===== src/rtl/spi_xfer_sequencer.sv =====
// Multi-byte SPI transaction sequencer: owns chip-select setup/hold/gap timing
// and feeds single bytes to a byte-level spi_controller via start/busy handshakes.
module spi_xfer_sequencer #(
    parameter int CS_SETUP  = 4,
    parameter int CS_HOLD   = 4,
    parameter int CS_GAP    = 2,
    parameter int CNT_WIDTH = 8
) (
    input  logic       clk,
    input  logic       rst,
    input  logic       cmd_valid,
    output logic       cmd_ready,
    input  logic [7:0] cmd_len,
    input  logic       cmd_keep_cs,
    input  logic       tx_valid,
    output logic       tx_ready,
    input  logic [7:0] tx_data,
    output logic       rx_valid,
    input  logic       rx_ready,
    output logic [7:0] rx_data,
    output logic       busy,
    output logic       cs_n,
    output logic       byte_start,
    output logic [7:0] byte_tx_data,
    input  logic [7:0] byte_rx_data,
    input  logic       byte_busy
);

    // Valid/ready: a transfer happens on a rising clk edge where both are high;
    // a source holds valid and its data stable until that edge.

    typedef enum logic [3:0] {
        S_IDLE,
        S_SETUP,
        S_LOAD,
        S_START,
        S_WAIT_BUSY,
        S_WAIT_DONE,
        S_RX_PUSH,
        S_HOLD,
        S_GAP
    } state_t;

    localparam logic [CNT_WIDTH-1:0] SETUP_INIT = CNT_WIDTH'(CS_SETUP - 1);
    localparam logic [CNT_WIDTH-1:0] HOLD_INIT  = CNT_WIDTH'(CS_HOLD - 1);
    localparam logic [CNT_WIDTH-1:0] GAP_INIT   = CNT_WIDTH'(CS_GAP - 1);
    localparam logic [CNT_WIDTH-1:0] TIMER_ZERO = '0;

    state_t               state_q, state_d;
    logic [CNT_WIDTH-1:0] timer_q, timer_d;
    logic [7:0]           remaining_q, remaining_d;
    logic                 keep_q, keep_d;
    logic                 cs_kept_q, cs_kept_d;
    logic                 cs_n_q, cs_n_d;
    logic                 byte_start_q, byte_start_d;
    logic [7:0]           byte_tx_data_q, byte_tx_data_d;
    logic                 rx_valid_q, rx_valid_d;
    logic [7:0]           rx_data_q, rx_data_d;

    always_comb begin
        state_d        = state_q;
        timer_d        = timer_q;
        remaining_d    = remaining_q;
        keep_d         = keep_q;
        cs_kept_d      = cs_kept_q;
        cs_n_d         = cs_n_q;
        byte_start_d   = 1'b0;
        byte_tx_data_d = byte_tx_data_q;
        rx_valid_d     = rx_valid_q;
        rx_data_d      = rx_data_q;

        case (state_q)
            S_IDLE: begin
                if (cmd_valid) begin
                    remaining_d = cmd_len;
                    keep_d      = cmd_keep_cs;
                    // A chained command finds cs_n already low and skips setup.
                    if (cs_kept_q) begin
                        state_d = S_LOAD;
                    end else begin
                        cs_n_d  = 1'b0;
                        timer_d = SETUP_INIT;
                        state_d = S_SETUP;
                    end
                end
            end
            S_SETUP: begin
                if (timer_q == TIMER_ZERO) begin
                    state_d = S_LOAD;
                end else begin
                    timer_d = timer_q - 1'b1;
                end
            end
            S_LOAD: begin
                if (tx_valid) begin
                    byte_tx_data_d = tx_data;
                    state_d        = S_START;
                end
            end
            S_START: begin
                if (!byte_busy) begin
                    byte_start_d = 1'b1;
                    state_d      = S_WAIT_BUSY;
                end
            end
            S_WAIT_BUSY: begin
                if (byte_busy) begin
                    state_d = S_WAIT_DONE;
                end
            end
            S_WAIT_DONE: begin
                if (!byte_busy) begin
                    rx_data_d  = byte_rx_data;
                    rx_valid_d = 1'b1;
                    state_d    = S_RX_PUSH;
                end
            end
            S_RX_PUSH: begin
                // The next byte is only loaded after the RX byte is taken.
                if (rx_ready) begin
                    rx_valid_d = 1'b0;
                    if (remaining_q != 8'd0) begin
                        remaining_d = remaining_q - 8'd1;
                        state_d     = S_LOAD;
                    end else if (keep_q) begin
                        cs_kept_d = 1'b1;
                        state_d   = S_IDLE;
                    end else begin
                        timer_d = HOLD_INIT;
                        state_d = S_HOLD;
                    end
                end
            end
            S_HOLD: begin
                if (timer_q == TIMER_ZERO) begin
                    cs_n_d    = 1'b1;
                    cs_kept_d = 1'b0;
                    timer_d   = GAP_INIT;
                    state_d   = S_GAP;
                end else begin
                    timer_d = timer_q - 1'b1;
                end
            end
            S_GAP: begin
                if (timer_q == TIMER_ZERO) begin
                    state_d = S_IDLE;
                end else begin
                    timer_d = timer_q - 1'b1;
                end
            end
            default: begin
                state_d = S_IDLE;
                cs_n_d  = 1'b1;
            end
        endcase
    end

    always_ff @(posedge clk or posedge rst) begin
        if (rst) begin
            state_q        <= S_IDLE;
            timer_q        <= '0;
            remaining_q    <= 8'd0;
            keep_q         <= 1'b0;
            cs_kept_q      <= 1'b0;
            cs_n_q         <= 1'b1;
            byte_start_q   <= 1'b0;
            byte_tx_data_q <= 8'd0;
            rx_valid_q     <= 1'b0;
            rx_data_q      <= 8'd0;
        end else begin
            state_q        <= state_d;
            timer_q        <= timer_d;
            remaining_q    <= remaining_d;
            keep_q         <= keep_d;
            cs_kept_q      <= cs_kept_d;
            cs_n_q         <= cs_n_d;
            byte_start_q   <= byte_start_d;
            byte_tx_data_q <= byte_tx_data_d;
            rx_valid_q     <= rx_valid_d;
            rx_data_q      <= rx_data_d;
        end
    end

    assign cmd_ready    = (state_q == S_IDLE);
    assign tx_ready     = (state_q == S_LOAD);
    assign busy         = (state_q != S_IDLE);
    assign cs_n         = cs_n_q;
    assign byte_start   = byte_start_q;
    assign byte_tx_data = byte_tx_data_q;
    assign rx_valid     = rx_valid_q;
    assign rx_data      = rx_data_q;

endmodule


===== config.mk =====
export PLATFORM = sky130hd
export DESIGN_NAME = spi_xfer_sequencer
export DESIGN_NICKNAME = d
export VERILOG_FILES = /design/src/rtl/spi_xfer_sequencer.sv
export SDC_FILE = /design/constraint.sdc
export NUM_CORES = 1
export LEC_CHECK = 0
export ABC_AREA = 1
export ABC_CLOCK_PERIOD_IN_PS = 4160
export BUFFER_PORTS_ARGS = -buffer_cell sky130_fd_sc_hd__buf_2
export CAP_MARGIN = 20
export CORE_MARGIN = 5
export CORE_UTILIZATION = 40
export DETAILED_ROUTE_END_ITERATION = 12
export SYNTH_ARGS = -nofsm -noshare
export SYNTH_HDL_FRONTEND = slang
export SYNTH_SLANG_ARGS = --single-unit

===== constraint.sdc =====
create_clock -name clk -period 4.16 [get_ports clk]
set_input_delay 1.04 -clock clk [delete_from_list [all_inputs] [get_ports clk]]
set_output_delay 1.04 -clock clk [all_outputs]
set_load 0.02 [all_outputs]

# [Word level (Yosys, flattened, before mapping)]
# Index checks and enable logic that the tools add are counted.
[op_classes] addsub=2 mul=0 div=0 magnitude_cmp=0 eq_ne=23 shifts=0 n_mux=39 bitwise=2 reduce_logical=19
[ops] op="2-to-1 mux 8 bit" n=10
[ops] op="2-to-1 mux 4 bit" n=9
[ops] op="case mux 4 bit (9 select lines)" n=1
[ops] op="case mux 8 bit (4 select lines)" n=1
[ops] op="!= test 2 bit, second input constant" n=15
[ops] op="equality test 4 x 3 -> 1 bit, second input constant" n=4
[ops] op="case mux 8 bit (2 select lines)" n=1
[ops] op="subtractor 8 x 1 -> 8 bit, second input constant" n=2
[ops] op="2-to-1 mux 1 bit" n=11
[ops] op="AND reduction 9 bit" n=1
[ops] op="equality test 4 x 2 -> 1 bit, second input constant" n=2
[ops] op="logical NOT 8 bit" n=1
[ops] op="AND reduction 4 bit" n=2
[ops] op="nonzero test 4 bit" n=2
[ops] op="nonzero test 8 bit" n=1
[ops] op="AND reduction 7 bit" n=1
[ops] op="OR reduction 7 bit" n=1
[ops] op="2-to-1 mux 3 bit" n=2
[ops] op="AND reduction 2 bit" n=3
[ops] op="nonzero test 2 bit" n=3
[ops] op="AND reduction 5 bit" n=1
[ops] op="equality test 4 x 1 -> 1 bit, second input constant" n=1
[ops] op="equality test 4 bit, second input constant" n=1
[ops] op="logical NOT 4 bit" n=1
[ops] op="other kinds (6)" n=8
[totals] reg_bits=41 latch_bits=0 ram_bits=0 romBits=0 input_bits=31 output_inout_bits=22 word_cells=95 mem_count=0

# [Longest topological paths before layout]
[depth] depth_word=4 depth_mapped=11

# [Least setup slack after synthesis]
# Ideal clock, no wire load.
[synth_path] kind="register -> output" startpoint="register state_q[1]" endpoint="output cmd_ready" t_arrival_ns=1.093 t_required_ns=3.120 slack_ns=2.027 path_stages_with_launch=5 path_cell_list="dfrtp_1 > buf_4 > nor2_2 > nand2_1 > inv_1"
[synth_via] elab_chain_len=1
[synth_lines] element="from (decl)" line="49" source="state_t state_q, state_d;"
[synth_lines] element="from (signal assigned)" line="171" source="state_q <= state_d;"
[synth_lines] element="logical NOT 4 bit" line="184" source="assign cmd_ready = (state_q == S_IDLE);"
[synth_lines] element="to (decl)" line="12" source="output logic cmd_ready,"
# No other way between the ends.

# [Final worst setup path]
[layout_path] startpoint="register state_q[3]" endpoint="output tx_ready"
[layout_via] elab_chain_len=1
[layout_lines] element="equality test 4 x 2 -> 1 bit" line="185" source="assign tx_ready = (state_q == S_LOAD);"
[layout_lines] element="to (decl)" line="16" source="output logic tx_ready,"
# No other way between the ends.

==> summary.md <==
| Metric | Value |
|---|---|
| RSZ-0062 raised after global routing | `no` |
| Antenna violations before repair | `1` |
| DP HPWL | `4600 um` |
| Die area | `7900 um2` |
| Synth Net Count | `about 360` |
| Number of global-route vias before repair | `between 2000 and 2500` |
| Max Root-Sink Buffers | `2` |
| Initial DRC Count | `approximately 110` |
| Num rows | `28` |
| Crit-path cells | `nor2_2 -> inv_1 -> nor2_2 -> buf_2` |
| Layout area overhead | `18.0%` |
| Total leakage power | `approximately 1.6 nW` |
| Core region area | `~6000 um2` |
| Commonest cells after routing, fill and taps aside | `nand2_1 (112), buf_2 (52), dfrtp_1 (40)` |
| Setup TNS | `0 ps` |
| Sink Count | `41` |
| Fill cell count | `605` |
| Worst setup SP type | `flop` |
| Largest net degree at the start of global routing | `26` |
| Layout cells sized above 1 | `0.256` |
| Grt met2 use | `0.263` |
| Port bufs | `52` |
| Starting density of the core | `0.415` |
| Total congestion overflow | `0` |
| Status | `finished clean` |
| Inserted Clock Buffers | `5` |
| Cell area after synthesis | `2490 um2` |
| Seq cells post-synth | `41` |
| First-pass GRT wire length | `around 10000 um` |
| DR vias/cell | `4.95` |
| Routability congestion estimate | `0.854` |
| P_sw | `1.20 mW` |
| Mapped Cells | `329` |
| CP arrival | `1530 ps` |
| Layout Nets | `420` |
| Worst Path Required | `~3100 ps` |
| Drt wl/cell | `between 10 and 15 um` |
| Routed vias | `2289` |
| Fin crit period | `2570 ps` |
| Synth warn | `0` |
| Worst vdd ir | `between 400 and 500 uV` |
| Crit. End Element | `output port` |
| CTS tree | `yes` |
| Cell mode on critical path | `nor2_2` |
| GR Util met3 | `0.0531` |
| Worst-margin pin slew | `588 ps` |
| WP buf/inv | `2` |
| Residual DRC | `0` |
| Area occupied by multi-input gates | `1270 um2` |
| Post-cts gate resize count | `0` |
| H-tree levels | `2` |
| Number of nets with antenna violations after routing | `0` |
| Register share of total power | `0.307` |
| Die X | `88.9 um` |
| Sw Share | `0.501` |
| WS Path Type | `flop to output port` |
| Post-Route WL | `6050 um` |
| CP max FO | `7` |
| Met1 Use GR | `0.204` |
| Top Usage Layer GRT | `met2` |
| Cts hold-fix bufs | `0` |
| Clock slew at reported path FFs | `90 ps` |
| HP Class | `flop to flop` |
| Combinational Power Share | `0.577` |
| Period utilisation layout | `0.617` |
| Clk network pwr share | `0.116` |
| Slowest CP cell | `dfrtp_1` |
| Cell variety after synth | `27` |
| Final Util | `0.490` |
| Endpoints failing setup | `0` |
| Clk_skew | `between 5 and 6 ps` |
| CP top delay family | `simple AND/OR/NAND/NOR gates` |
| DP Worst Slack | `approximately 1900 ps` |
| FF+latch area | `1030 um2` |
| Fmax achieved | `0.389 GHz` |
| First-pass iteration count of the detailed router | `4` |
| Die height | `88.9 um` |
| GRT Total Usage | `0.162` |
| # IOs | `53` |
| Root Driver | `clkbuf_8` |
| CP peak stage delay | `450 ps` |
| Sequential-to-total area share from yosys stat | `0.413` |
| Clock latency on the worst-skew pair | `roughly 300 ps` |
| Antenna Cells | `0` |
| Setup bufs post-CTS | `0` |
| Setup WS post-layout | `1590 ps` |
| Reg2Reg Setup Slack | `2250 ps` |
| Final number of hold-violating endpoints | `0` |
| Maximum capacitance violations | `0` |
| Slew Limit Fails | `0` |
| Commonest non-fill, non-tap cell in the layout | `nand2_1` |
| Synth Area per Inst | `7.56 um2` |
| Slew HR | `0.608` |
| Internal power | `between 1 and 1.5 mW` |
| PD cells | `between 800 and 900 nW/um2` |
-- cells in the mapped netlist (all sizes together) --
cell type,n,area [um2]
a21boi,1,7.51
a21oi,4,20.0
buf,4,35.0
clkinv,1,3.75
dfrtp,40,1000
dfstp,1,26.3
ha,3,37.5
inv,41,154
mux2,16,210
nand2,117,452
nand3,31,160
nand3b,2,15.0
nand4,8,50.1
nor2,36,168
o21ai,21,124
or2,1,6.26
xor2,2,17.5
-- metal layers --
layer  wire length (um)  up-vias
met4                 81        2
met3                434       11
met2               2740       64
met5                 13        -
met1               2780     1055
li1                   -     1157
-- worst reg2reg max path, cell delays in order, from the launching register on --
cell     delay (ps)
dfrtp_1         550
nand2_2         150
nor2_4          330
nand2_1         170
nand2_1         120
inv_1            70
nand2_2         140
inv_2           140
nand2_1         100
o21ai_2          50
-- registers in the layout, summed over array words and instances, names as in the netlist --
| register | count |
|---|---|
| byte_start | 1 |
| byte_tx_data | 8 |
| cs_kept_q | 1 |
| cs_n | 1 |
| keep_q | 1 |
| remaining_q | 8 |
| rx_data | 8 |
| rx_valid | 1 |
| state_q | 4 |
| timer_q | 8 |
-- layout make-up --
class | count | share of cell area
Multi-Input combinational cell | 242 | 0.432
Timing Repair Buffer | 54 | 0.101
Tap cell | 75 | 0.0320
Inverter | 42 | 0.0537
Clock inverter | 3 | 0.00853
Sequential cell | 41 | 0.350
Clock buffer | 5 | 0.0234
-- worst paths after layout --
kind,from,endpoint,cells past startpoint
worst max-delay path,state_q[3],tx_ready,4
min in group asynchronous,rst,rx_data[5],3
worst min register to register,timer_q[1],timer_q[1],2
worst min-delay path,timer_q[1],timer_q[1],2
max in group asynchronous,rst,cs_n,3
worst max register to register,state_q[1],remaining_q[6],9
-- logic make-up after synthesis --
family,synth area share
buf+inv,0.0775
mux,0.0845
simple gates,0.342
compound gates,0.0609
xor+xnor,0.00704
fa+ha+maj,0.0151
flops,0.413
-- power groups by stage --
stage / clock network (mW) / logic (mW) / registers, mW
floorplan: 0 / 0.962 / 0.819
global placement: 0 / 1.38 / 0.735
detailed placement: 0 / 1.39 / 0.740
CTS: 0.285 / 1.39 / 0.736
global route: 0.303 / 1.56 / 0.760
finish: 0.278 / 1.39 / 0.737
-- through the flow --
stage	hold WS (ps)	total power [mW]	instance area, um2	cells
6_report	478	2.40	2940	462
3_3_place_gp	462	2.11	2810	453
5_1_grt	498	2.62	2940	462
3_5_place_dp	460	2.13	2810	453
4_1_cts	481	2.41	2910	461
2_1_floorplan	442	1.78	2490	329
(Power assumes the default switching activity.)
